$ cat config.mk
export PLATFORM = sky130hd
export DESIGN_NAME = led_pattern_mux
export DESIGN_NICKNAME = d
export VERILOG_FILES = /design/src/rtl/led_pattern_mux.sv
export SDC_FILE = /design/constraint.sdc
export NUM_CORES = 1
export LEC_CHECK = 0
export CAP_MARGIN = 40
export CORE_UTILIZATION = 25
export DETAILED_ROUTE_END_ITERATION = 7
export GPL_ROUTABILITY_DRIVEN = 0
export GPL_TIMING_DRIVEN = 0
export PLACE_DENSITY = 0.46
export SLEW_MARGIN = 20
export SYNTH_ARGS = -nofsm -noshare
export SYNTH_HDL_FRONTEND = slang
export SYNTH_SLANG_ARGS = --single-unit
$ cat constraint.sdc
create_clock -name clk_in -period 2.5 [get_ports clk_in]
set_input_delay 0.375 -clock clk_in [delete_from_list [all_inputs] [get_ports clk_in]]
set_output_delay 0.375 -clock clk_in [all_outputs]
set_load 0.005 [all_outputs]
$ cat src/rtl/led_pattern_mux.sv
// LED pattern source: synchronised switches select pass/chase/count/blink, stepped by a prescaled tick.
// Optional build macro LED_BOUNCE_EN turns the chaser into a ping-pong pattern.
module led_pattern_mux #(
  parameter int unsigned TICK_DIV = 12_500_000,
  parameter int unsigned WIDTH    = 8
) (
  input  logic             clk_in,
  input  logic             rst_n_in,
  input  logic [WIDTH-1:0] sw_in,
  input  logic [1:0]       mode_in,
  output logic             tick_out,
  output logic [WIDTH-1:0] y_out
);

  localparam int unsigned   CW       = (TICK_DIV > 1) ? $clog2(TICK_DIV) : 1;
  localparam logic [CW-1:0] CNT_LAST = CW'(TICK_DIV - 1);

  typedef enum logic [1:0] {
    MODE_PASS  = 2'd0,
    MODE_CHASE = 2'd1,
    MODE_COUNT = 2'd2,
    MODE_BLINK = 2'd3
  } mode_e;

  logic [WIDTH-1:0] sw_meta_q;
  logic [WIDTH-1:0] sw_s_q;
  logic [1:0]       mode_meta_q;
  mode_e            mode_s_q;
  mode_e            mode_q;
  logic [CW-1:0]    cnt_q;
  logic [CW-1:0]    cnt_d;
  logic             tick_q;
  logic [WIDTH-1:0] y_q;
  logic [WIDTH-1:0] y_d;
  logic             phase_q;
  logic             phase_d;
  logic             step_s;
  logic             chg_s;
`ifdef LED_BOUNCE_EN
  logic             dir_q;
  logic             dir_d;
`endif

  // Two-flop synchronisers for the asynchronous switch inputs
  always_ff @(posedge clk_in or negedge rst_n_in) begin
    if (!rst_n_in) begin
      sw_meta_q   <= '0;
      sw_s_q      <= '0;
      mode_meta_q <= 2'd0;
      mode_s_q    <= MODE_PASS;
    end else begin
      sw_meta_q   <= sw_in;
      sw_s_q      <= sw_meta_q;
      mode_meta_q <= mode_in;
      mode_s_q    <= mode_e'(mode_meta_q);
    end
  end

  // Prescaler, mode change handling and per-mode pattern update
  always_comb begin
    step_s  = (cnt_q == CNT_LAST);
    chg_s   = (mode_s_q != mode_q);
    cnt_d   = step_s ? '0 : cnt_q + CW'(1'b1);
    y_d     = y_q;
    phase_d = phase_q;
`ifdef LED_BOUNCE_EN
    dir_d   = dir_q;
`endif
    if (chg_s) begin
      // A mode change wins over a coincident tick: restart the prescaler, load the new init value
      cnt_d = '0;
      case (mode_s_q)
        MODE_PASS:  y_d = sw_s_q;
        MODE_CHASE: begin
          y_d = {{(WIDTH-1){1'b0}}, 1'b1};
`ifdef LED_BOUNCE_EN
          dir_d = 1'b0;
`endif
        end
        MODE_COUNT: y_d = '0;
        MODE_BLINK: begin
          y_d     = sw_s_q;
          phase_d = 1'b1;
        end
        default:    y_d = '0;
      endcase
    end else begin
      case (mode_q)
        MODE_PASS:  y_d = sw_s_q;
        MODE_CHASE: begin
          if (step_s) begin
`ifdef LED_BOUNCE_EN
            // dir_q=0 walks towards the MSB, dir_q=1 back towards the LSB
            if (!dir_q) begin
              if (y_q[WIDTH-1]) begin
                y_d   = y_q >> 1'b1;
                dir_d = 1'b1;
              end else begin
                y_d   = y_q << 1'b1;
              end
            end else begin
              if (y_q[0]) begin
                y_d   = y_q << 1'b1;
                dir_d = 1'b0;
              end else begin
                y_d   = y_q >> 1'b1;
              end
            end
`else
            y_d = {y_q[WIDTH-2:0], y_q[WIDTH-1]};
`endif
          end else begin
            y_d = y_q;
          end
        end
        MODE_COUNT: begin
          if (step_s) begin
            y_d = y_q + WIDTH'(1'b1);
          end else begin
            y_d = y_q;
          end
        end
        MODE_BLINK: begin
          if (step_s) begin
            phase_d = ~phase_q;
          end else begin
            phase_d = phase_q;
          end
          y_d = phase_d ? sw_s_q : '0;
        end
        default:    y_d = '0;
      endcase
    end
  end

  // Pattern state registers
  always_ff @(posedge clk_in or negedge rst_n_in) begin
    if (!rst_n_in) begin
      mode_q  <= MODE_PASS;
      cnt_q   <= '0;
      tick_q  <= 1'b0;
      y_q     <= '0;
      phase_q <= 1'b0;
`ifdef LED_BOUNCE_EN
      dir_q   <= 1'b0;
`endif
    end else begin
      mode_q  <= mode_s_q;
      cnt_q   <= cnt_d;
      tick_q  <= (cnt_d == CNT_LAST);
      y_q     <= y_d;
      phase_q <= phase_d;
`ifdef LED_BOUNCE_EN
      dir_q   <= dir_d;
`endif
    end
  end

  assign tick_out = tick_q;
  assign y_out    = y_q;

endmodule

Word level (Yosys, flattened, before mapping)
Cells that the tools add are included.

Flip-flop bits (word level): 56. Bits of input ports: 12. Output and inout bits: 9. Logic and storage cells: 44.

Add/sub/neg operators: 2. Eq/ne operators: 12. Muxes and demuxes: 14. Bitwise logic cells: 1. Reductions and logical operators: 6.

Operators by type and width (number): $eq A24 B24 Y1 const B (2); $mux W24 (2); $mux W8 (4); $pmux W8 S4 (1); $add A24 B1 Y24 const B (1); $pmux W8 S3 (1); $add A8 B1 Y8 const B (1); $eq A2 B2 Y1 const B (4); $mux W1 (6); $ne A3 B3 Y1 const B (2); $eq A2 B1 Y1 const B (2); $logic_not A2 Y1 (2); $reduce_and A2 Y1 (2); $ne A2 B1 Y1 const B (1); $ne A2 B2 Y1 (1); $reduce_bool A2 Y1 (1); $reduce_or A2 Y1 (1); $not A1 Y1 (1).

Logic depth before layout (Yosys ltp)
Word-level depth: 7. Depth in mapped cells: 9. Mapped depth without buffers: 7.

Least setup slack after synthesis
No wires, ideal clock.

Kind: reg2reg. From: reg cnt_q[0]. To: reg y_q[6], in the netlist y_out[6]. Library setup time: 121 ps. Data arrival time: 2033 ps. Data required time: 2379 ps. Path slack: 346 ps. Stages on the path, launching flop included: 9. Buffers on the path: 1. Period minus slack after synthesis: 2154 ps. Cell sequence: dfrtp_1 -> ha_1 -> nand4_1 -> or4_4 -> or2_0 -> buf_2 -> o21ai_0 -> a21oi_1 -> o22a_1.

Longest elaborated chain between the ends: 7. Elaborated cells on any way between the ends: 10. Those cells by class: eq/ne (3); mux (6); reduce/logical (1).

RTL lines: start, declared (line 30) `logic [CW-1:0] cnt_q;`; start signal, assigned (line 149) `cnt_q <= cnt_d;`; $eq A24 B24 Y1 (*) (line 61) `step_s = (cnt_q == CNT_LAST);`; $mux W1 (line 124) `if (step_s) begin`; $mux W1 (line 88) `case (mode_q)`; $mux W1 (line 69) `if (chg_s) begin`; $mux W8 (line 129) `y_d = phase_d ? sw_s_q : '0;`; $pmux W8 S4 (line 88); $mux W8 (line 69); end signal, assigned (line 151) `y_q <= y_d;`; end, declared (line 33) `logic [WIDTH-1:0] y_q;`.

Every way passes the cells marked *; elsewhere a longest branch is shown, timed or not. The select of a mux whose other input is x is not followed. A chain may end at the register's enable or synchronous reset.

Worst setup path after layout
From: reg cnt_q[1]. To: reg y_q[6], in the netlist y_out[6].

Same word-level chain as after synthesis.

==> results.md <==
Logic synthesis:
- The most used flip-flop cell after synthesis is dfrtp_1.
- The flop and latch count out of synthesis is 56.
- By area the synthesized netlist is led by dfrtp_1, nor2_1, xnor2_1.
- After synthesis, the largest area contributor takes up 48.9% of total cell area.
- The mean cell area of the mapped netlist is 9.98 µm².
- Of the synthesized area, sequential elements account for 48.9%.
- The Yosys step of the flow raised 0 warnings.
- The cell area after technology mapping is 2870 µm².
- The cell type with the largest total area after synthesis is dfrtp_1.
- The synthesized design contains 0 enable-type register cells.
- Of all flip-flops after synthesis, the portion carrying an async set or reset was 100%.
- Counting every instance in the synthesized netlist gives 287.
- When the netlist entered floorplanning its net count stood at 303.
- Synthesis instantiated 53 different standard cells from the library.

Route:
- The number of vias after detailed routing is 2149.
- After detailed routing, the average wire length per cell comes to 14.0 µm.
- The post-route antenna net violation count is 0.
- In the routed layout, each cell is associated on average with a via count of 4.65.
- In the routed design, unresolved DRC markers number 0.
- The routed design uses 231 µm of met3 wire.
- Summed over all nets, wire length on met2 after detailed routing comes to 2860 µm.
- The final layout contains routed wiring with a total length of 6470 µm.
- The highest routed metal layer is met4.
- The number of DRC violations after detailed-routing iteration 0 is 112.
- For this run, the detailed router's first-pass iteration total came to 4.
- In the final routing, the length of wire on met1 measures 3250 µm.

Floorplanning:
- The floorplan step defined a die boundary enclosing 11900 µm².
- 21 I/O pins were placed.
- The y dimension of the die is 109 µm.
- The area of the core is 11000 µm².
- The initial core utilization is 26.1%.
- The width of the die is 109 µm.
- The standard-cell row count is 38.

STA:
- Final hold analysis gives a worst-case slack of 0.351 ns.
- Setup violations remaining at the end of the flow were counted as 0.
- Across all setup checks in the final design, the least slack found is 0.107 ns.
- The clock period could shrink to 2.39 ns.
- In this run the tightest slew margin relative to its limit is 72.4%.
- After layout, the worst path uses 95.7% of the clock period.
- The slew at the pin with the worst max-slew slack is 0.414 ns.
- The clock arrives with 0.00628 ns of skew.
- Static timing analysis puts the maximum clock frequency at 418 MHz.
- The number of pins exceeding their max-slew limit in the final report is 0.
- The total count of hold-check failures in the final report is 0.

Power:
- Summed over all cells, the static leakage comes to 1.41 nW.
- VDD sags by at most 0.240 mV.
- The total power divided by cell area is 577 nW/µm².

Final layout:
- The final non-filler cell area is 3500 µm².
- The number of inserted diodes is 0.
- The growth of design area from synthesis to finish is 22.3%.
- The layout net count is 337.
- The final-layout fill cell count is 1123.
- At the end of the flow the core is filled with cells to 31.9%.
- Cells with a size suffix above 1 make up 12.7% of the layout.
- Once layout is complete, the cells apart from fillers number 462.

Place:
- The worst setup timing slack at the placement stage is -0.0425 ns.
- Buffers placed on the I/O ports in this run total 20.
- The standard cell area after detailed placement is 3270 µm².
- The cell count after placement is 448.
- The detailed placer's ending HPWL is 4460 µm.

Setup path:
- The signal on the critical path passes through ha_4, nand4_1, or4_4, or2_0, buf_2, o21ai_0, a21oi_1, o22a_1.
- The critical path data arrival time is 2.59 ns.
- The largest individual stage delay along the critical path comes from the cell or4_4.
- For this run, the slowest stage of the critical path takes 0.63 ns.
- The number of buffers and inverters on the critical path is 1.
- The family of cells with the greatest summed delay on the critical path is simple AND/OR/NAND/NOR gates.
- The critical path is of the flop to flop type.
- Data on the critical path is required at its endpoint by 2.70 ns.
- The type of element capturing the critical path is a flop.
- The worst setup path is launched from a flop.
- In this run the worst path has a maximum fanout of 7.

Clock network:
- The clock tree synthesis step divided the H-tree into 2 levels.
- Clock-pin slew was measured on the worst setup and hold paths at 0.08 ns.
- Clock tree synthesis selected as its root buffer the cell clkbuf_16.
- The TritonCTS clock tree is done.
- The number of clock sinks seen by CTS is 56.
- The maximum clock path buffer count is 2.
- The worst-skew pair later-pin latency is 0.31 ns.
- The number of buffers added by the clock tree synthesis step is 5.

Global routing:
- The number of global-route vias before repair was 2100.
- The number of antenna violations at the first check in global routing is 0.
- The aggregate global-route resource usage is 12.1%.
- The wire length of the first global-routing pass is 11000 µm.
- Entering global routing, the biggest net connects 56 pins.
- For this run the aggregate overflow at the end of global routing stands at 0.

Min path:
- The tightest min-delay check is of the flop to flop type.

Run:
- Across the run, the number of max-cap violations was 0.

Outcome:
- The flow ran to the end, and the final reports show no timing, DRC or antenna violations.
## routing by layer
| layer | vias up | GRT usage, % |
|---|---|---|
| met5 | - | 0 |
| met4 | 0 | 5.50 |
| met3 | 8 | 2.15 |
| met2 | 33 | 17.4 |
| met1 | 1038 | 17.6 |
| li1 | 1070 | - |
## worst reg2reg max path, stage by stage, from the launching register on
cell and delay (ns):
dfrtp_1 0.39, ha_4 0.18, nand4_1 0.22, or4_4 0.63, or2_0 0.23, buf_2 0.17
o21ai_0 0.18, a21oi_1 0.10, o22a_1 0.19
## cell families after synthesis
group	after synthesis	share of synthesized area (%)
xor gates and xnor gates	32	10.0
adders and majority gates	4	1.75
and+or+nand+nor	124	24.2
DFF	56	48.9
buffers and inverters	24	3.58
muxes	1	0.349
AOI/OAI and AO/OA	46	11.1
## report_power, final
part           internal, mW  leakage [nW]  switching [mW]
clock                 0.382        0.0748           0.365
combinational         0.140         0.625           0.133
sequential            0.949         0.711          0.0511
## synth_stat cells, drive strengths merged, types with 2 or more instances
master,instances
o21a,3
xnor2,17
nand4,11
a21oi,9
clkbuf,7
and2,5
o211ai,2
nand4b,2
or2,3
ha,4
and4,4
o21ai,9
buf,6
and3,5
nor2,44
nand2b,3
or4,2
nor4,2
nor2b,2
inv,11
nand3,15
xor2,15
nor3,5
a31oi,7
o22a,4
nand2,16
a22oi,3
dfrtp,56
## cells in the final DEF, fill, tap and decap left out, types with 5 or more instances in the layout
cell type	count
buf_4	7
clkdlybuf4s50_1	19
a21oi_1	9
clkbuf_16	5
o21ai_0	8
a31oi_1	7
nand2_1	16
inv_1	11
dfrtp_1	55
nand3_1	15
xor2_1	15
nand4_1	11
xnor2_1	16
clkbuf_1	5
nor2_1	43
## per-stage QoR
step	TNS (ns)	power, mW
6_report	0	2.02
5_1_grt	-0.0216	2.12
4_1_cts	0	2.04
3_5_place_dp	-0.110	1.28
3_3_place_gp	-44.74	1.27
2_1_floorplan	0	1.14
## layout make-up
cell class | count | area (µm²) | area share, %
inverter | 11 | 41.3 | 1.18
tap | 140 | 175 | 5.00
buffer | 13 | 67.6 | 1.93
multi-input combinational | 207 | 1390 | 39.8
timing repair buffer | 27 | 273 | 7.78
clock buffer | 5 | 125 | 3.57
sequential | 56 | 1400 | 40.0
clock inverter | 3 | 26.3 | 0.750
## state kept, by name (all words and copies together), names as in the netlist
| register | count |
|---|---|
| tick_out | 1 |
| sw_s_q | 8 |
| mode_s_q | 2 |
| sw_meta_q | 8 |
| cnt_q | 24 |
| mode_q | 2 |
| y_out | 8 |
| phase_q | 1 |
| mode_meta_q | 2 |
## what timing repair did
action | in CTS | in global routing
hold buffers | 1 | 0
setup buffers | 0 | 5
hold endpoints to repair | 1 | 0
pin swaps | 0 | 4
gates resized for setup | 2 | 10
endpoints found under the setup margin | 7 | 29
## final timing paths
kind                                 to  slack, ns            from  cells after the start
max in group asynchronous      cnt_q[0]       1.64        rst_n_in                      3
min in group asynchronous  sw_meta_q[5]       0.40        rst_n_in                      2
setup / recovery               y_out[6]       0.11        cnt_q[1]                      8
setup reg to reg               y_out[6]       0.11        cnt_q[1]                      8
hold reg to reg             mode_s_q[1]       0.35  mode_meta_q[1]                      0
hold / removal              mode_s_q[1]       0.35  mode_meta_q[1]                      0
No activity file was read; power rests on OpenSTA's default activity.
